==> src/rtl/mean_recip_ctrl.sv <==
// mean_recip_ctrl
// Windowed mean unit on the requesting side of the shared reciprocal LUT mux.
// It accumulates 1..4 unsigned samples. It then drives recip_sel = 4-n so the
// mux returns the Q2.30 value of 1/n. It scales the window sum by that value and
// presents the rounded mean on a valid/ready output.
//
// Select encoding owned here: sel 0 -> n=4, 1 -> n=3, 2 -> n=2, 3 -> n=1,
// 4 -> idle (the mux returns 0 for this select).
//
// Optional build macro: MEAN_INTERNAL_LUT_EN
//   When defined, recip_val is ignored and the reciprocal constants are
//   generated internally. recip_sel is still driven exactly as in the
//   default build.
//
// Ports:
//   clk, rst   clock; asynchronous active-high reset
//   in_valid   input sample valid
//   in_data    unsigned input sample (DATA_W)
//   in_last    closes the window; qualified by in_valid
//   in_ready   a sample is accepted this cycle
//   recip_sel  select to the reciprocal LUT mux (3 bits)
//   recip_val  reciprocal returned by the mux, Q2.30
//   out_valid  mean available
//   out_data   rounded mean (DATA_W)
//   out_count  number of samples in the window (1..4)
//   out_ready  downstream accepts the mean
module mean_recip_ctrl #(
  parameter int unsigned DATA_W    = 16,
  parameter int unsigned FRAC_BITS = 30
) (
  input  logic              clk,
  input  logic              rst,
  input  logic              in_valid,
  input  logic [DATA_W-1:0] in_data,
  input  logic              in_last,
  output logic              in_ready,
  output logic [2:0]        recip_sel,
  input  logic [31:0]       recip_val,
  output logic              out_valid,
  output logic [DATA_W-1:0] out_data,
  output logic [2:0]        out_count,
  input  logic              out_ready
);

  localparam int unsigned SUM_W   = DATA_W + 2;
  localparam int unsigned RECIP_W = 32;
  // One spare bit so that adding the rounding constant can never wrap.
  localparam int unsigned PROD_W  = SUM_W + RECIP_W + 1;

  typedef enum logic [1:0] {
    COLLECT = 2'd0,
    SCALE   = 2'd1,
    OUT     = 2'd2
  } state_t;

  state_t              state, state_nx;
  logic [SUM_W-1:0]    sum, sum_nx;
  logic [2:0]          n, n_nx;
  logic [RECIP_W-1:0]  recip;
  logic [PROD_W-1:0]   prod_rnd;
  logic [DATA_W-1:0]   mean;

  // Reciprocal source for the SCALE cycle.
`ifdef MEAN_INTERNAL_LUT_EN
  logic unused_recip;
  assign unused_recip = ^recip_val;

  always_comb begin
    case (n)
      3'd1:    recip = 32'h4000_0000;
      3'd2:    recip = 32'h2000_0000;
      3'd3:    recip = 32'h1555_5555;
      default: recip = 32'h1000_0000;
    endcase
  end
`else
  assign recip = recip_val;
`endif

  // Full-width product, then round half up into the integer part.
  always_comb begin
    prod_rnd = PROD_W'(sum) * PROD_W'(recip) + (PROD_W'(1) << (FRAC_BITS - 1));
    mean     = DATA_W'(prod_rnd >> FRAC_BITS);
  end

  // Next-state and accumulator update.
  always_comb begin
    state_nx = state;
    sum_nx   = sum;
    n_nx     = n;
    case (state)
      COLLECT: begin
        if (in_valid) begin
          sum_nx = sum + SUM_W'(in_data);
          n_nx   = n + 3'd1;
          // A 4th sample closes the window whether or not in_last is set.
          if (in_last || (n_nx == 3'd4)) begin
            state_nx = SCALE;
          end
        end
      end
      SCALE: begin
        sum_nx   = '0;
        n_nx     = '0;
        state_nx = OUT;
      end
      OUT: begin
        if (out_ready) begin
          state_nx = COLLECT;
        end
      end
      default: begin
        sum_nx   = '0;
        n_nx     = '0;
        state_nx = COLLECT;
      end
    endcase
  end

  // State register.
  always_ff @(posedge clk or posedge rst) begin
    if (rst) begin
      state <= COLLECT;
    end else begin
      state <= state_nx;
    end
  end

  // Datapath and registered outputs. The handshake flags and recip_sel are
  // decoded from the next state, so they line up with the state register.
  always_ff @(posedge clk or posedge rst) begin
    if (rst) begin
      sum       <= '0;
      n         <= '0;
      in_ready  <= 1'b1;
      out_valid <= 1'b0;
      recip_sel <= 3'd4;
      out_data  <= '0;
      out_count <= '0;
    end else begin
      sum       <= sum_nx;
      n         <= n_nx;
      in_ready  <= (state_nx == COLLECT);
      out_valid <= (state_nx == OUT);
      recip_sel <= (state_nx == SCALE) ? 3'(3'd4 - n_nx) : 3'd4;
      if (state == SCALE) begin
        out_data  <= mean;
        out_count <= n;
      end
    end
  end

endmodule
==> config.mk <==
export PLATFORM = sky130hd
export DESIGN_NAME = mean_recip_ctrl
export DESIGN_NICKNAME = d
export VERILOG_FILES = /design/src/rtl/mean_recip_ctrl.sv
export SDC_FILE = /design/constraint.sdc
export NUM_CORES = 1
export LEC_CHECK = 0
export ABC_AREA = 0
export CORE_ASPECT_RATIO = 0.6
export CORE_MARGIN = 5
export CORE_UTILIZATION = 60
export DETAILED_ROUTE_END_ITERATION = 16
export DONT_BUFFER_PORTS = 1
export GPL_TIMING_DRIVEN = 0
export HOLD_SLACK_MARGIN = 0.12
export PLACE_DENSITY = 0.81
export SETUP_SLACK_MARGIN = 0.05
export SLEW_MARGIN = 20
export SYNTH_ARGS = -nofsm -noshare
export SYNTH_HDL_FRONTEND = slang
export SYNTH_SLANG_ARGS = --single-unit
==> constraint.sdc <==
create_clock -name clk -period 6.9 [get_ports clk]
set_input_delay 1.035 -clock clk [delete_from_list [all_inputs] [get_ports clk]]
set_output_delay 1.035 -clock clk [all_outputs]
set_load 0.1 [all_outputs]
# [Yosys cells after proc, flatten, opt, wreduce, memory -nomap -nowiden]
# Index checks and enable logic that the tools add are counted.
# Widths: inputs -> output; s select.
[op_classes] add_sub_neg=4 mul=1 n_eq_ne=6 muxes=9 n_bitwise=1 reduce_logical=4
[op_table] cell="$add 46x30->46 const B" count=1
[op_table] cell="$mul 18x32->46" count=1
[op_table] cell="$pmux 18 s2" count=1
[op_table] cell="$add 18x16->18" count=1
[op_table] cell="$mux 18" count=1
[op_table] cell="$mux 2" count=3
[op_table] cell="$mux 3" count=2
[op_table] cell="$pmux 2 s3" count=1
[op_table] cell="$pmux 3 s2" count=1
[op_table] cell="$eq 2x1->1 const B" count=2
[op_table] cell="$eq 2x2->1 const B" count=2
[op_table] cell="$logic_not 2->1" count=2
[op_table] cell="$add 3x1->3 const B" count=1
[op_table] cell="$eq 3x3->1 const B" count=1
[op_table] cell="$sub 3x3->3 const A" count=1
[op_table] cell="$ne 2x2->1 const B" count=1
[op_table] cell="$reduce_and 2->1" count=1
[op_table] cell="$logic_or 1x1->1" count=1
[op_table] cell="$not 1->1" count=1
[word_totals] register_bits=47 input_bits=53 out_inout_bits=24 elab_cells=33

# [Longest topological paths before layout]
[depth] depth_word=8 depth_mapped=24 ltp_nobuf=23

# [Least setup slack after synthesis]
# Ideal clock, no wire load.
[synth_path] path_kind="input-to-reg" startpoint="in recip_val[23]" endpoint="reg out_data[15]" setup_time_ns=0.071 arrival_ns=6.912 t_required_ns=6.829 path_slack_ns=-0.083 stages=22 n_path_buf=2 cell_sequence="clkbuf_1 -> clkbuf_1 -> nand2_1 -> fa_1 -> fa_1 -> fa_1 -> inv_1 -> fa_1 -> fa_1 -> inv_1 -> fa_1 -> inv_1 -> ha_1 -> and2_4 -> nand3_2 -> or3b_4 -> a211oi_4 -> o21bai_2 -> a2111oi_4 -> nor3_2 -> or4_1 -> nand3_1"
[synth_via] elab_chain_cells=2
[synth_lines] item="start, declared" line="38" text="input logic [31:0] recip_val,"
[synth_lines] item="$mul 18x32->46" line="82" text="prod_rnd = PROD_W'(sum) * PROD_W'(recip) + (PROD_W'(1) << (FRAC_BITS - 1));"
[synth_lines] item="$add 46x30->46" line="82"
[synth_lines] item="end signal, assigned" line="147" text="out_data <= mean;"
[synth_lines] item="end, declared" line="40" text="output logic [DATA_W-1:0] out_data,"
# No other way between the ends.
# A chain may end at the register's enable or synchronous reset.

# [Worst setup path after layout]
[layout_path] startpoint="reg sum[14]" endpoint="reg out_data[15]"
[layout_via] elab_chain_cells=2
[layout_lines] item="start, declared" line="57" text="logic [SUM_W-1:0] sum, sum_nx;"
[layout_lines] item="start signal, assigned" line="141" text="sum <= sum_nx;"
[layout_lines] item="$mul 18x32->46" line="82"
[layout_lines] item="$add 46x30->46" line="82"
# No other way between the ends.

==> run_results.csv <==
group,metric,value,unit
floorplan,die_area,36700,µm²
synth,synthArstFlopShare,100,%
cts,cts_made_buffers,5,
grt,track_usage,34.8,%
setup_path,critPathLaunchType,"register",
route,via_per_inst,5.79,
cts,clock_latency,0.30,ns
sta,slew_headroom,39.1,%
synth,syn_area,19700,µm²
hold_path,holdPathStages,2,
sta,slew_violations,0,
place,io_buffers,0,
setup_path,crit_path_end_kind,"register",
finish,area_growth,11.7,%
floorplan,die_x,244,µm
sta,fin_crit_sh,99.7,%
grt,grt_pass1_vias,17100,
synth,yosys_warnings,0,
sta,final.setup.worst_slack,0.0228,ns
cts,cts_max_level,2,
cts,cts_sinks,47,
finish,design_area,22000,µm²
setup_path,cp_max_fo,10,
place,hpwl,51100,µm
synth,syn_nets,2919,
sta,hold_violations,0,
synth,avgSynthCellArea,8.79,µm²
place,place_area,20300,µm²
cts,cts.clk_slew.worst_paths,0.07,ns
floorplan,core-area,32400,µm²
route,first_iter_violations,1564,
setup_path,arrival,7.11,ns
floorplan,rows,51,
route,drc,0,
setup_path,path_class,"register to register",
synth,synth.yosys.seq_area_share,5.98,%
route,drtAntennaViolNets,0,
sta,fmax,0.145,GHz
grt,antenna_found_initial,2,
setup_path,cp.required,7.13,ns
cts,cts_tree,"yes",
route,post_drt_wl_per_cell,23.0,µm
sta,setup_viol,0,
sta,timing.final.crit_period,6.88,ns
place,gp_congestion,1.05,
synth,synthCells,2243,
finish,fillers,2529,
synth,synth-seq-cells,47,
synth,synth-main-ff-cell,"dfrtp_1",
setup_path,r2r_cells,23,
grt,grt_overflow,0,
finish,fin_nets,2977,
setup_path,reg2reg_from,"sum[14]",
floorplan,fp.dieH,150,µm
cts,cts.path.max_buffers,2,
cts,clock-root-buffer,"clkbuf_16",
floorplan,io_pins,77,
finish,final_common_cell,"inv_1",
grt,grt_pass1_wl,97100,µm
hold_path,min_from,"n[1]",
synth,synth_edf_count,0,
finish,layout_common_cells,"inv_1 (555), fa_1 (454), nand2_1 (399)",
run,cap_violations,0,
place,dpl_worst_slack,-1.37,ns
finish,final_layout_size_suffix_gt1_share,11.9,%
outcome,outcome,"completed",
synth,synth.distinct_cells,60,
hold_path,hold_end,"out_count[1]",
route,routed_wl,62600,µm
route,firstDrtPassIters,6,
sta,worst_pin_slew,0.914,ns
setup_path,r2r_slack,0.02,ns
setup_path,r2r_end,"out_data[15]",
sta,fin_skew,0.00799,ns
route,vias,15800,
floorplan,initial_core_util,60.8,%
hold_path,hold_class,"register to register",
sta,rsz0062_at_grt,"true",
grt,grt_max_degree,26,
[metal layers]
| layer | vias to the layer above | part of all wire (%) | routed length [µm] | global-route usage (%) |
|---|---|---|---|---|
| met4 | 2 | 4.0 | 2500 | 10.3 |
| met2 | 1068 | 42 | 26200 | 50.5 |
| met5 | - | 0.021 | 13 | 0 |
| met3 | 204 | 15 | 9320 | 13.6 |
| li1 | 6611 | - | - | - |
| met1 | 7914 | 39 | 24600 | 49.0 |
[critical path: stages (launching register included)]
cell	delay, ns
dfrtp_1	0.57
clkbuf_4	0.34
nand2_1	0.11
fa_1	0.56
inv_2	0.04
fa_2	0.58
fa_1	0.48
fa_1	0.50
fa_1	0.54
inv_2	0.04
fa_1	0.51
inv_2	0.05
ha_4	0.26
and2_4	0.16
nand3_4	0.08
or3b_4	0.42
a211oi_4	0.26
buf_12	0.17
o21bai_4	0.10
a2111oi_4	0.28
buf_4	0.19
nor3_2	0.05
or4_1	0.40
nand3_1	0.08
[synthesized netlist by cell type, drive strengths merged (3+ instances only)]
library cell / count / area (µm²)
a21oi: 38 / 190
o21bai: 4 / 33.8
nor2: 26 / 97.6
nor3: 14 / 75.1
or2: 3 / 18.8
nand2: 414 / 1550
xnor2: 19 / 166
nand3: 10 / 55.1
dfrtp: 45 / 1130
a31oi: 4 / 25.0
and2: 223 / 1400
xor2: 9 / 78.8
clkbuf: 110 / 413
a211oi: 11 / 95.1
and4: 4 / 35.0
and3: 3 / 18.8
o21a: 6 / 45.0
buf: 3 / 11.3
nor4: 3 / 18.8
o211ai: 6 / 45.0
o31ai: 6 / 45.0
nor2b: 4 / 25.0
inv: 569 / 2140
fa: 475 / 9510
a21o: 13 / 97.6
nand2b: 9 / 56.3
ha: 148 / 1850
o21ai: 30 / 150
nand4: 5 / 31.3
[how the worst max path moves through the flow]
stage | start | end | slack [ns]
6_report | sum[14] | out_data[15] | 0.02
4_1_cts | recip_val[14] | out_data[15] | 0.02
3_3_place_gp | recip_val[27] | out_data[15] | -1.35
5_1_grt | recip_val[25] | out_data[15] | -0.13
3_5_place_dp | recip_val[27] | out_data[15] | -1.37
2_1_floorplan | recip_val[13] | out_data[15] | 0.05
[cells by family (layout without fill, tap and decap cells)]
logic type | count (synthesis) | after routing | share of synthesized area (%)
buffers and inverters | 682 | 741 | 13.0
multiplexers | 2 | 2 | 0.108
AND/OR/NAND/NOR | 725 | 725 | 17.4
adder cells (fa/ha/maj) | 623 | 623 | 57.6
XOR/XNOR | 28 | 28 | 1.24
AO/OA/AOI/OAI | 136 | 136 | 4.67
other | 0 | 2 | 0
flip-flops | 47 | 47 | 5.98
[repair_timing]
item | CTS | global route
pin swaps | 24 | 73
hold buffers | 0 | 0
gates resized for setup | 167 | 184
setup endpoints to repair | 16 | 15
buffers inserted | 17 | 30
cloned | 0 | 4
[cell type report]
class,instances,area [µm²],area share [%]
inverter,569,2140,9.70
clock buffer,6,139,0.631
multi-input combinational,1514,16400,74.5
antenna,2,5.00,0.0227
tap,424,531,2.41
clock inverter,2,38.8,0.176
timing repair buffer,52,450,2.05
sequential,47,1190,5.41
buffer,112,1120,5.08
[per-stage QoR]
stage / instances / setup TNS (ns) / hold slack (ns) / utilization (%)
global route: 2727 / -0.296 / 0.563 / 67.9
global placement: 2667 / -14.83 / 0.487 / 62.7
CTS: 2693 / 0 / 0.515 / 65.8
detailed placement: 2668 / -15.78 / 0.498 / 62.7
finish: 2728 / 0 / 0.527 / 67.9
floorplan: 2243 / 0 / 0.464 / -
[sequential cells by signal, indices dropped and copies added, names as in the netlist]
signal / flops
out_valid: 1
sum: 18
out_data: 16
out_count: 3
n: 3
in_ready: 1
state: 2
recip_sel: 3
Power is not shown: default switching activity piles up to over one toggle a cycle in this logic, so the estimate is an artifact.
